<file path="src/rtl/spice_pkg.sv">
// Shared FSM state type and width helpers for the SPICE branch blocks.
`ifndef W
`define W 16
`endif

package spice_pkg;

    typedef enum logic [1:0] {IDLE, MUL, OUT} state_t;

    localparam int SIG_W  = `W;
    localparam int DIFF_W = `W + 1;

    function automatic int prod_w(input int gw);
        return DIFF_W + gw;
    endfunction

    function automatic int cnt_w(input int gw);
        return (gw < 2) ? 1 : $clog2(gw + 1);
    endfunction

endpackage

</file>
<file path="src/rtl/spice_serial_mul.sv">
// Serial shift-add multiplier: signed difference times unsigned conductance,
// one conductance bit per enabled cycle, LSB first.
module spice_serial_mul
    import spice_pkg::*;
#(
    parameter int GW = 8
) (
    input  logic                             eclk,
    input  logic                             ereset,
    input  logic                             load,
    input  logic                             en,
    input  logic signed [DIFF_W-1:0]         diff,
    input  logic        [GW-1:0]             g,
    output logic signed [prod_w(GW)-1:0]     acc,
    output logic                             fin
);

    localparam int PW = prod_w(GW);
    localparam int CW = cnt_w(GW);

    logic signed [PW-1:0] dsh;
    logic        [GW-1:0] gsh;
    logic        [CW-1:0] cnt;

    always_ff @(posedge eclk) begin
        if (ereset) begin
            dsh <= '0;
            gsh <= '0;
            acc <= '0;
            cnt <= '0;
            fin <= 1'b0;
        end else if (load) begin
            dsh <= PW'(diff);
            gsh <= g;
            acc <= '0;
            cnt <= '0;
            fin <= 1'b0;
        end else if (en && !fin) begin
            // Operands shift instead of indexing, so bit k of g meets diff << k.
            if (gsh[0])
                acc <= acc + dsh;
            dsh <= dsh <<< 1;
            gsh <= gsh >> 1;
            cnt <= cnt + CW'(1);
            if (cnt == CW'(GW - 1))
                fin <= 1'b1;
        end
    end

endmodule

</file>
<file path="src/rtl/spice_branch_g.sv">
// Conductance branch: i = floor((va - vb) * g / 2^SHIFT), ib = i, ia = -i for one cycle.
// Define SPICE_BRANCH_SAT_EN to clamp i to a symmetric range instead of wrapping.
`ifndef W
`define W 16
`endif

module spice_branch_g
    import spice_pkg::*;
#(
    parameter int GW    = 8,
    parameter int SHIFT = 8
) (
    input  logic                 eclk,
    input  logic                 ereset,
    input  logic                 step,
    input  logic signed [`W-1:0] va,
    input  logic signed [`W-1:0] vb,
    input  logic        [GW-1:0] g,
    output logic signed [`W-1:0] ia,
    output logic signed [`W-1:0] ib,
    output logic                 busy,
    output logic                 done
);

    localparam int PW = prod_w(GW);
    localparam logic signed [`W-1:0] IMAX = {1'b0, {(`W-1){1'b1}}};

    state_t                  state;
    logic                    load;
    logic                    fin;
    logic signed [DIFF_W-1:0] diff;
    logic signed [PW-1:0]    acc;
    logic signed [PW-1:0]    quo;
    logic signed [`W-1:0]    i_val;

    function automatic logic signed [`W-1:0] limit(input logic signed [PW-1:0] x);
`ifdef SPICE_BRANCH_SAT_EN
        // Symmetric clamp keeps -i representable.
        if (x > PW'(IMAX))
            return IMAX;
        else if (x < -PW'(IMAX))
            return -IMAX;
        else
            return `W'(x);
`else
        return `W'(x);
`endif
    endfunction

    assign load  = (state == IDLE) && step;
    assign diff  = DIFF_W'(va) - DIFF_W'(vb);
    assign quo   = acc >>> SHIFT;
    assign i_val = limit(quo);

    spice_serial_mul #(
        .GW(GW)
    ) u_mul (
        .eclk   (eclk),
        .ereset (ereset),
        .load   (load),
        .en     (state == MUL),
        .diff   (diff),
        .g      (g),
        .acc    (acc),
        .fin    (fin)
    );

    // MUL spans GW bit cycles plus one settle cycle, so done lands GW+1 edges after step.
    always_ff @(posedge eclk) begin
        if (ereset) begin
            state <= IDLE;
            busy  <= 1'b0;
            done  <= 1'b0;
            ia    <= '0;
            ib    <= '0;
        end else begin
            case (state)
                IDLE: begin
                    if (step) begin
                        state <= MUL;
                        busy  <= 1'b1;
                    end
                end
                MUL: begin
                    if (fin) begin
                        state <= OUT;
                        done  <= 1'b1;
                        ib    <= i_val;
                        ia    <= -i_val;
                    end
                end
                OUT: begin
                    state <= IDLE;
                    busy  <= 1'b0;
                    done  <= 1'b0;
                    ia    <= '0;
                    ib    <= '0;
                end
                default: begin
                    state <= IDLE;
                end
            endcase
        end
    end

endmodule

</file>
<file path="config.mk">
export PLATFORM = sky130hd
export DESIGN_NAME = spice_branch_g
export DESIGN_NICKNAME = d
export VERILOG_FILES = /design/src/rtl/spice_pkg.sv /design/src/rtl/spice_serial_mul.sv /design/src/rtl/spice_branch_g.sv
export SDC_FILE = /design/constraint.sdc
export NUM_CORES = 1
export LEC_CHECK = 0
export BUFFER_PORTS_ARGS = -buffer_cell sky130_fd_sc_hd__buf_2
export CAP_MARGIN = 15
export CORE_MARGIN = 4
export CORE_UTILIZATION = 50
export CTS_CLUSTER_DIAMETER = 150
export DETAILED_ROUTE_END_ITERATION = 16
export PLACE_DENSITY_LB_ADDON = 0.15
export SLEW_MARGIN = 20
export SYNTH_ARGS = -nofsm -noshare
export SYNTH_HDL_FRONTEND = slang
export SYNTH_SLANG_ARGS = --single-unit
</file>
<file path="constraint.sdc">
create_clock -name eclk -period 2.8 [get_ports eclk]
set_clock_uncertainty 0.1 [all_clocks]
set_input_delay 0.28 -clock eclk [delete_from_list [all_inputs] [get_ports eclk]]
set_output_delay 0.28 -clock eclk [all_outputs]
set_load 0.05 [all_outputs]
</file>
# --- Word level (Yosys, flattened, before mapping) ---
# Cells that the tools add are included.
op_classes:
  add_sub_neg: 4
  multipliers: 0
  n_div: 0
  magnitude_cmp: 0
  n_eq_ne: 5
  shifts: 0
  muxes: 15
  bitwise: 0
  reduce_logical: 13
ops:
  columns: ["operator", "n"]
  rows:
  - ["$pmux W16 S2", 2]
  - ["$mux W25", 2]
  - ["$mux W16", 2]
  - ["$add A25 B25 Y25", 1]
  - ["$sub A16 B16 Y17", 1]
  - ["$mux W8", 2]
  - ["$neg A16 Y16", 1]
  - ["$reduce_and A2 Y1", 5]
  - ["$reduce_bool A2 Y1", 3]
  - ["$add A4 B1 Y4 const B", 1]
  - ["$eq A4 B3 Y1 const B", 1]
  - ["$mux W2", 2]
  - ["$ne A2 B2 Y1 const B", 2]
  - ["$pmux W1 S2", 2]
  - ["$pmux W2 S2", 1]
  - ["$eq A2 B1 Y1 const B", 1]
  - ["$eq A2 B2 Y1 const B", 1]
  - ["$logic_and A1 B1 Y1", 2]
  - ["$logic_not A2 Y1", 1]
  - ["$mux W1", 2]
  - ["$reduce_or A2 Y1", 1]
  - ["$logic_not A1 Y1", 1]
word_totals:
  reg_bits: 99
  latch_bits: 0
  ramBits: 0
  rom_bits: 0
  mem_count: 0

# --- Logic depth before layout (Yosys ltp) ---
# Gate-level depths: netlist of run 1.
logic_depth:
  ltp_word: 4
  depth_mapped: 10

# --- Hierarchy ---
# A second synthesis of run 1 with hierarchy kept.
hier_totals:
  cells_unflattened: 782
  hier_area_um2: 6188.4
modules_own_cells:
  columns: ["mod", "instances", "cells_per_inst", "area_per_inst_um2", "seq_area_each_um2"]
  rows:
  - ["spice_serial_mul", 1, 493, 3739.8, 1261.2]
  - ["spice_branch_g", 1, 289, 2448.6, 700.7]

# --- Least setup slack after synthesis of run 1 ---
# Ideal clock, no wire load.
synth_timing:
  kind: "register to register"
  from: "register u_mul.acc[0]"
  to: "register u_mul.acc[16]"
  setup_time_ns: 0.120
  t_arrival_ns: 2.207
  required_ns: 2.580
  slack_ns: 0.374
  path_stages_with_launch: 10
  period_less_slack_ns: 2.426
  path_cell_list: "dfxtp_1 > ha_1 > fa_1 > a21o_1 > a221oi_2 > o31ai_2 > a41o_1 > a21oi_2 > nor3_1 > a211o_1"
synth_between:
  elab_chain_len: 1
synth_rtl:
  columns: ["element", "line", "source"]
  rows:
  - ["start, declared", "spice_serial_mul.sv:14", "output logic signed [prod_w(GW)-1:0] acc,"]
  - ["start signal, assigned", "spice_serial_mul.sv:41", "acc <= acc + dsh;"]
  - ["$add A25 B25 Y25", "spice_serial_mul.sv:41", null]
# Every way passes these cells.
# A chain may end at the register's enable or synchronous reset.

# --- Worst setup path in the final report of run 1 ---
layout_timing:
  from: "register u_mul.dsh[0]"
  to: "register u_mul.acc[20]"
layout_between:
  elab_chain_len: 1
layout_rtl:
  columns: ["element", "line", "source"]
  rows:
  - ["start, declared", "spice_serial_mul.sv:21", "logic signed [PW-1:0] dsh;"]
  - ["start signal, assigned", "spice_serial_mul.sv:33", "dsh <= PW'(diff);"]
  - ["start signal, assigned", "spice_serial_mul.sv:42", "dsh <= dsh <<< 1;"]
  - ["$add A25 B25 Y25", "spice_serial_mul.sv:41", null]
# Every way passes these cells.

==> flow_summary.json, run 1 <==
{
  "ant_nets": 0,
  "ys.flop_type": "dfxtp_1",
  "rsz0062_at_grt": "no",
  "p_per_area_mw_per_mm2": 495,
  "setup_tns_ns": 0,
  "groute.usage.overall": 0.218,
  "hold_path.class": "in2reg",
  "ys_types": 69,
  "switching_share": 0.292,
  "critPathArrivalTime_ns": 2.70,
  "clk_pin_slew_worst_paths_ns": 0.07,
  "path_cells": "ha_1 -> fa_1 -> a21o_1 -> a221oi_4 -> o31ai_2 -> a41o_1 -> a31oi_1 -> xor2_1 -> o21ai_1",
  "run_status": "complete, no violations",
  "synth.avg_cell_area_um2": 8.18,
  "drc": 0,
  "fmax_ghz": 0.386,
  "cp-end-kind": "register",
  "diodes": 0,
  "seq_area_frac_synth": 0.342,
  "start_kind": "register",
  "crit_path_top_delay_cell": "fa_1",
  "cts_hold_buf": 0,
  "slew_headroom": 0.350,
  "clockPowerShare": 0.366,
  "async_reset_ff_frac": 0,
  "cts_tree": "done",
  "viasPerCell": 5.60,
  "drt-wirelength-per-cell_um": 15.3,
  "core_mm2": 0.0109,
  "nets": 846,
  "p_sw_uw": 938,
  "yosys_warnings": 0,
  "cts_buffer_depth": 2,
  "crit_type": "reg2reg",
  "max-vdd-ir-drop_mv": 0.239,
  "grt_pass1_vias": 4984,
  "crit_buf_inv": 0,
  "combPwrFrac": 0.176,
  "syn_nets": 774,
  "synth_top_cell_by_area": "dfxtp_1",
  "synth_edf_count": 0,
  "cts_setup_buffers": 0,
  "dieArea_mm2": 0.0130,
  "area_growth_pct": 15.3,
  "cts_buffers": 9,
  "rows": 38,
  "drive_gt1_frac": 0.171,
  "die_y_um": 114,
  "root_buffer": "clkbuf_16",
  "grt_pass1_wl_um": 23500,
  "drv_slew": 0,
  "seqPwrFrac": 0.458,
  "finalCritPeriodShare": 0.925,
  "p_leak_nw": 2.92,
  "cts_sinks": 96,
  "start_util": 0.515,
  "portBuffers": 76,
  "fin_crit_ns": 2.59,
  "whs_ns": 0.108,
  "hpwl_um": 11000,
  "ys_ff_latch": 96,
  "grt_max_degree": 42,
  "final-setup-viol-count": 0,
  "gp_congestion": 0.921,
  "htree_levels": 3,
  "cp_max_fo": 4,
  "p_int_mw": 2.27,
  "synthTopCellsByArea": "dfxtp_1, ha_1, nand2_1",
  "io_pins": 77,
  "utilization": 0.593,
  "drt_iter0_drc": 312,
  "syn_inst": 688,
  "vias": 5069,
  "antenna_found_initial": 0,
  "overflow": 0,
  "reg2reg_slack_ns": 0.21,
  "place_ws_ns": 0.143,
  "slowest_delay_ns": 0.43,
  "synth_top_area_share": 0.342,
  "hold_viol_final": 0,
  "drv_cap": 0,
  "fillers": 999,
  "clock_latency_ns": 0.34,
  "cp_data_required_time_ns": 2.92,
  "cp_top_family": "compound AO/OA/AOI/OAI gates",
  "die_w_um": 114,
  "dr.pass1.iters": 5,
  "max_slew.worst_pin.slew_ns": 0.973,
  "final.setup.worst_slack_ns": 0.211,
  "drt_wl_total_um": 13800,
  "syn-cell-area_mm2": 0.00563
}
-- cells in the final DEF (no fill, tap or decap), types with 4 or more instances in the layout --
| cell type | netlist | routed |
|---|---|---|
| dfxtp_1 | 96 | 96 |
| nand2_1 | 87 | 87 |
| buf_2 | 4 | 76 |
| nor2_1 | 74 | 73 |
| a21oi_1 | 53 | 53 |
| ha_1 | 41 | 41 |
| xnor2_1 | 25 | 25 |
| a22oi_1 | 25 | 25 |
| inv_1 | 24 | 24 |
| o21ai_0 | 24 | 24 |
| a21o_1 | 19 | 19 |
| buf_4 | 1 | 19 |
| xor2_1 | 16 | 16 |
| a211oi_1 | 15 | 15 |
| nor3_1 | 14 | 14 |
| a22o_1 | 14 | 14 |
| nand3_1 | 11 | 11 |
| nand2b_1 | 9 | 9 |
| clkbuf_16 | 0 | 9 |
| and3_1 | 8 | 8 |
| o211ai_1 | 7 | 7 |
| nor4_1 | 6 | 6 |
| o21a_1 | 5 | 5 |
| a31oi_1 | 5 | 5 |
| nand4_1 | 5 | 5 |
| or2_2 | 4 | 4 |
| nor2b_1 | 4 | 4 |
-- power by group through the flow --
stage	logic, mW	registers (mW)	clock network, mW
finish	0.565	1.47	1.17
detailed placement	0.561	1.50	0
CTS	0.564	1.47	1.20
global placement	0.549	1.50	0
global route	0.636	1.48	1.25
floorplan	0.420	1.49	0
-- final cells by class --
class	instances	area, um2	area share
multi-input cells	533	3490	0.538
flip-flops and latches	96	1920	0.296
repair buffers	95	523	0.0806
clock buffers	10	229	0.0353
well taps	140	175	0.0270
inverters	25	93.8	0.0145
clock inverters	6	53.8	0.00830
-- per-layer routing --
| layer | global-route usage | part of all wire | up-vias |
|---|---|---|---|
| met3 | 0.0238 | 0.047 | 12 |
| met4 | 0.0586 | 0.012 | 0 |
| met1 | 0.301 | 0.48 | 2338 |
| met5 | 0 | 0 | - |
| met2 | 0.364 | 0.46 | 99 |
| li1 | - | - | 2620 |
-- what timing repair did --
item,CTS,global route
hold endpoints to repair,0,0
endpoints found under the setup margin,0,4
gates resized for setup,0,1
-- synthesized netlist by cell type, types with 4 or more instances --
| cell | n |
|---|---|
| nor3_1 | 14 |
| nor2b_1 | 4 |
| or2_2 | 4 |
| a21oi_1 | 53 |
| nand2_1 | 87 |
| xor2_1 | 16 |
| clkbuf_1 | 27 |
| a22o_1 | 14 |
| o21ai_0 | 24 |
| a21o_1 | 19 |
| o21a_1 | 5 |
| xnor2_1 | 25 |
| inv_1 | 24 |
| buf_2 | 4 |
| nand3_1 | 11 |
| nand4_1 | 5 |
| nor4_1 | 6 |
| a211oi_1 | 15 |
| a31oi_1 | 5 |
| nand2b_1 | 9 |
| dfxtp_1 | 96 |
| and3_1 | 8 |
| nor2_1 | 74 |
| o211ai_1 | 7 |
| a22oi_1 | 25 |
| ha_1 | 41 |
-- flip-flops by register name, summed over array words and instances, names as in the netlist --
| register | count |
|---|---|
| ia | 16 |
| busy | 1 |
| u_mul.gsh | 8 |
| u_mul.cnt | 4 |
| done | 1 |
| ib | 15 |
| u_mul.fin | 1 |
| state | 2 |
| u_mul.acc | 24 |
| u_mul.dsh | 24 |
-- logic make-up after synthesis --
family                     after synthesis  share of synthesized area
and+or+nand+nor                        241                      0.196
xor gates and xnor gates                41                     0.0638
adders and majority gates               43                     0.0983
muxes                                    3                    0.00534
AOI/OAI and AO/OA                      205                      0.254
DFF                                     96                      0.342
buffers and inverters                   59                     0.0409
-- worst register-to-register path: stages, from the launching register on --
cell and delay [ns]:
dfxtp_1 0.33, ha_1 0.23, fa_1 0.43, a21o_1 0.22, a221oi_4 0.34, o31ai_2 0.10, a41o_1 0.29, a31oi_1 0.18
xor2_1 0.17, o21ai_1 0.07
-- through the flow --
step / instances / area (um2) / power [mW]
6_report: 905 / 6480 / 3.21
5_1_grt: 905 / 6480 / 3.36
4_1_cts: 905 / 6470 / 3.23
3_5_place_dp: 889 / 6190 / 2.06
3_3_place_gp: 889 / 6190 / 2.05
2_1_floorplan: 688 / 5630 / 1.91
-- worst paths after layout --
kind                                                 from                    endpoint  depth (start not counted)
worst max-delay path            u_mul.dsh[0]$_SDFFE_PP0P_  u_mul.acc[20]$_SDFFE_PP0P_                          9
worst min-delay path                                 g[7]   u_mul.gsh[7]$_SDFFE_PP0P_                          3
worst max register to register  u_mul.dsh[0]$_SDFFE_PP0P_  u_mul.acc[20]$_SDFFE_PP0P_                          9
worst min register to register  u_mul.acc[6]$_SDFFE_PP0P_   u_mul.acc[6]$_SDFFE_PP0P_                          2
Power figures use the tool's default switching activity.
==> run 2, diff against run 1 <==
--- a/config.mk
+++ b/config.mk
@@ -11,7 +11,7 @@
 export CORE_UTILIZATION = 50
 export CTS_CLUSTER_DIAMETER = 150
 export DETAILED_ROUTE_END_ITERATION = 16
-export PLACE_DENSITY_LB_ADDON = 0.15
+export PLACE_DENSITY = 0.78
 export SLEW_MARGIN = 20
 export SYNTH_ARGS = -nofsm -noshare
 export SYNTH_HDL_FRONTEND = slang
==> flow_summary.json, run 2 (synthesis results as in run 1) <==
{
  "start_util": 0.515,
  "fillers": 968,
  "grt_pass1_vias": 4718,
  "final_cell_mix": "dfxtp_1, nand2_1, buf_2, nor2_1, a21oi_1",
  "hpwl_um": 10400,
  "antenna_found_initial": 0,
  "rsz0062_at_grt": "no",
  "clock_latency_ns": 0.35,
  "multi_input_area_mm2": 0.00349,
  "die_y_um": 114,
  "gp_congestion": 0.886,
  "fmax_ghz": 0.386,
  "grt_pass1_wl_um": 22700,
  "portBuffers": 76,
  "final_common_cell": "dfxtp_1",
  "drv_slew": 0,
  "finalCritPeriodShare": 0.926,
  "groute.usage.overall": 0.213,
  "cts_hold_buf": 0,
  "drt_iter0_drc": 296,
  "cts_sinks": 96,
  "io_pins": 77,
  "post-place-cells": 884,
  "p_sw_uw": 897,
  "drive_gt1_frac": 0.166,
  "max-vdd-ir-drop_mv": 0.549,
  "seq_area_mm2": 0.00192,
  "vias": 5191,
  "final-setup-viol-count": 0,
  "seqPwrFrac": 0.428,
  "overflow": 0,
  "drt_wl_total_um": 13700,
  "cp_data_required_time_ns": 2.94,
  "p_per_area_mw_per_mm2": 529,
  "cts_buffer_depth": 2,
  "hold_viol_final": 0,
  "slew_headroom": 0.267,
  "viasPerCell": 5.77,
  "drt-wirelength-per-cell_um": 15.3,
  "switching_share": 0.261,
  "max_slew.worst_pin.slew_ns": 1.10,
  "r2r_start": "u_mul.dsh[0]$_SDFFE_PP0P_",
  "utilization": 0.595,
  "ant_nets": 0,
  "post_cts_resize_count": 0,
  "min-delay-start": "g[7]",
  "dpl_cell_area_mm2": 0.00615,
  "root_buffer": "clkbuf_16",
  "cp-end-kind": "register",
  "cts_buffers": 9,
  "clockPowerShare": 0.409,
  "p_total_mw": 3.44,
  "cts_setup_buffers": 0,
  "combPwrFrac": 0.163,
  "die_w_um": 114,
  "setup_tns_ns": 0,
  "clk_pin_slew_worst_paths_ns": 0.07,
  "dr.pass1.iters": 7,
  "stdcell_count": 899,
  "hold_path.class": "in2reg",
  "fin_crit_ns": 2.59,
  "core_mm2": 0.0109,
  "critPathArrivalTime_ns": 2.73,
  "p_leak_nw": 2.94,
  "dieArea_mm2": 0.0130,
  "htree_levels": 3,
  "drv_cap": 0,
  "crit_type": "reg2reg",
  "cp_max_fo": 4,
  "drc": 0,
  "reg_top3": "u_mul.acc (24), u_mul.dsh (24), ia (16)",
  "fin_area_mm2": 0.00651,
  "run_status": "complete, no violations",
  "nets": 841,
  "p_int_mw": 2.54,
  "cts_tree": "done",
  "diodes": 0,
  "start_kind": "register",
  "critPathLaunch": "u_mul.dsh[0]$_SDFFE_PP0P_",
  "area_growth_pct": 15.7,
  "grt_max_degree": 41,
  "rows": 38
}
## run 2: cell types whose count changed in the layout (fill, tap and decap cells not counted), moves of 2 or more
cell,delta
buf_4,-5
clkinvlp_4,-3
bufinv_16,+3
inv_8,-2
## run 2: final timing paths
kind,slack [ns],cells after the start,endpoint
max,0.21,9,u_mul.acc[16]$_SDFFE_PP0P_
min,0.1,3,u_mul.gsh[7]$_SDFFE_PP0P_
max reg2reg,0.21,9,u_mul.acc[16]$_SDFFE_PP0P_
min reg2reg,0.36,2,u_mul.gsh[1]$_SDFFE_PP0P_
## run 2: cell type report
cell class,count,area share
sequential,96,0.295
timing repair buffer,90,0.0746
clock inverter,5,0.0160
multi-input combinational,533,0.536
tap,140,0.0269
inverter,25,0.0144
clock buffer,10,0.0367
## run 2: power groups by stage
stage / combinational (mW) / sequential, mW / clock (mW)
2_1_floorplan: 0.420 / 1.49 / 0
3_3_place_gp: 0.535 / 1.50 / 0
3_5_place_dp: 0.551 / 1.50 / 0
4_1_cts: 0.556 / 1.47 / 1.43
5_1_grt: 0.627 / 1.48 / 1.48
6_report: 0.561 / 1.47 / 1.41
## run 2: metal layers
metal | GRT usage | wire length [um] | up-vias | share of wire
met5 | 0 | 0 | - | 0
met4 | 0.0602 | 172 | 0 | 0.013
met3 | 0.0375 | 919 | 14 | 0.067
met2 | 0.349 | 6420 | 184 | 0.47
met1 | 0.289 | 6230 | 2376 | 0.45
li1 | - | - | 2617 | -
## run 2: per-stage QoR
| stage | setup slack (ns) | hold WS [ns] |
|---|---|---|
| detailed placement | 0.157 | 0.349 |
| global placement | 0.250 | 0.341 |
| global route | 0.0258 | 0.122 |
| floorplan | 0.374 | 0.336 |
| CTS | 0.135 | 0.0795 |
| finish | 0.207 | 0.0993 |
## run 2: critical path: stages (launching register included)
cell and delay, ns:
dfxtp_1 0.33, ha_1 0.22, fa_1 0.42, a21o_1 0.21
a221oi_4 0.35, o31ai_2 0.10, a41o_1 0.30, a21oi_2 0.16
nor3_1 0.06, a211o_1 0.24
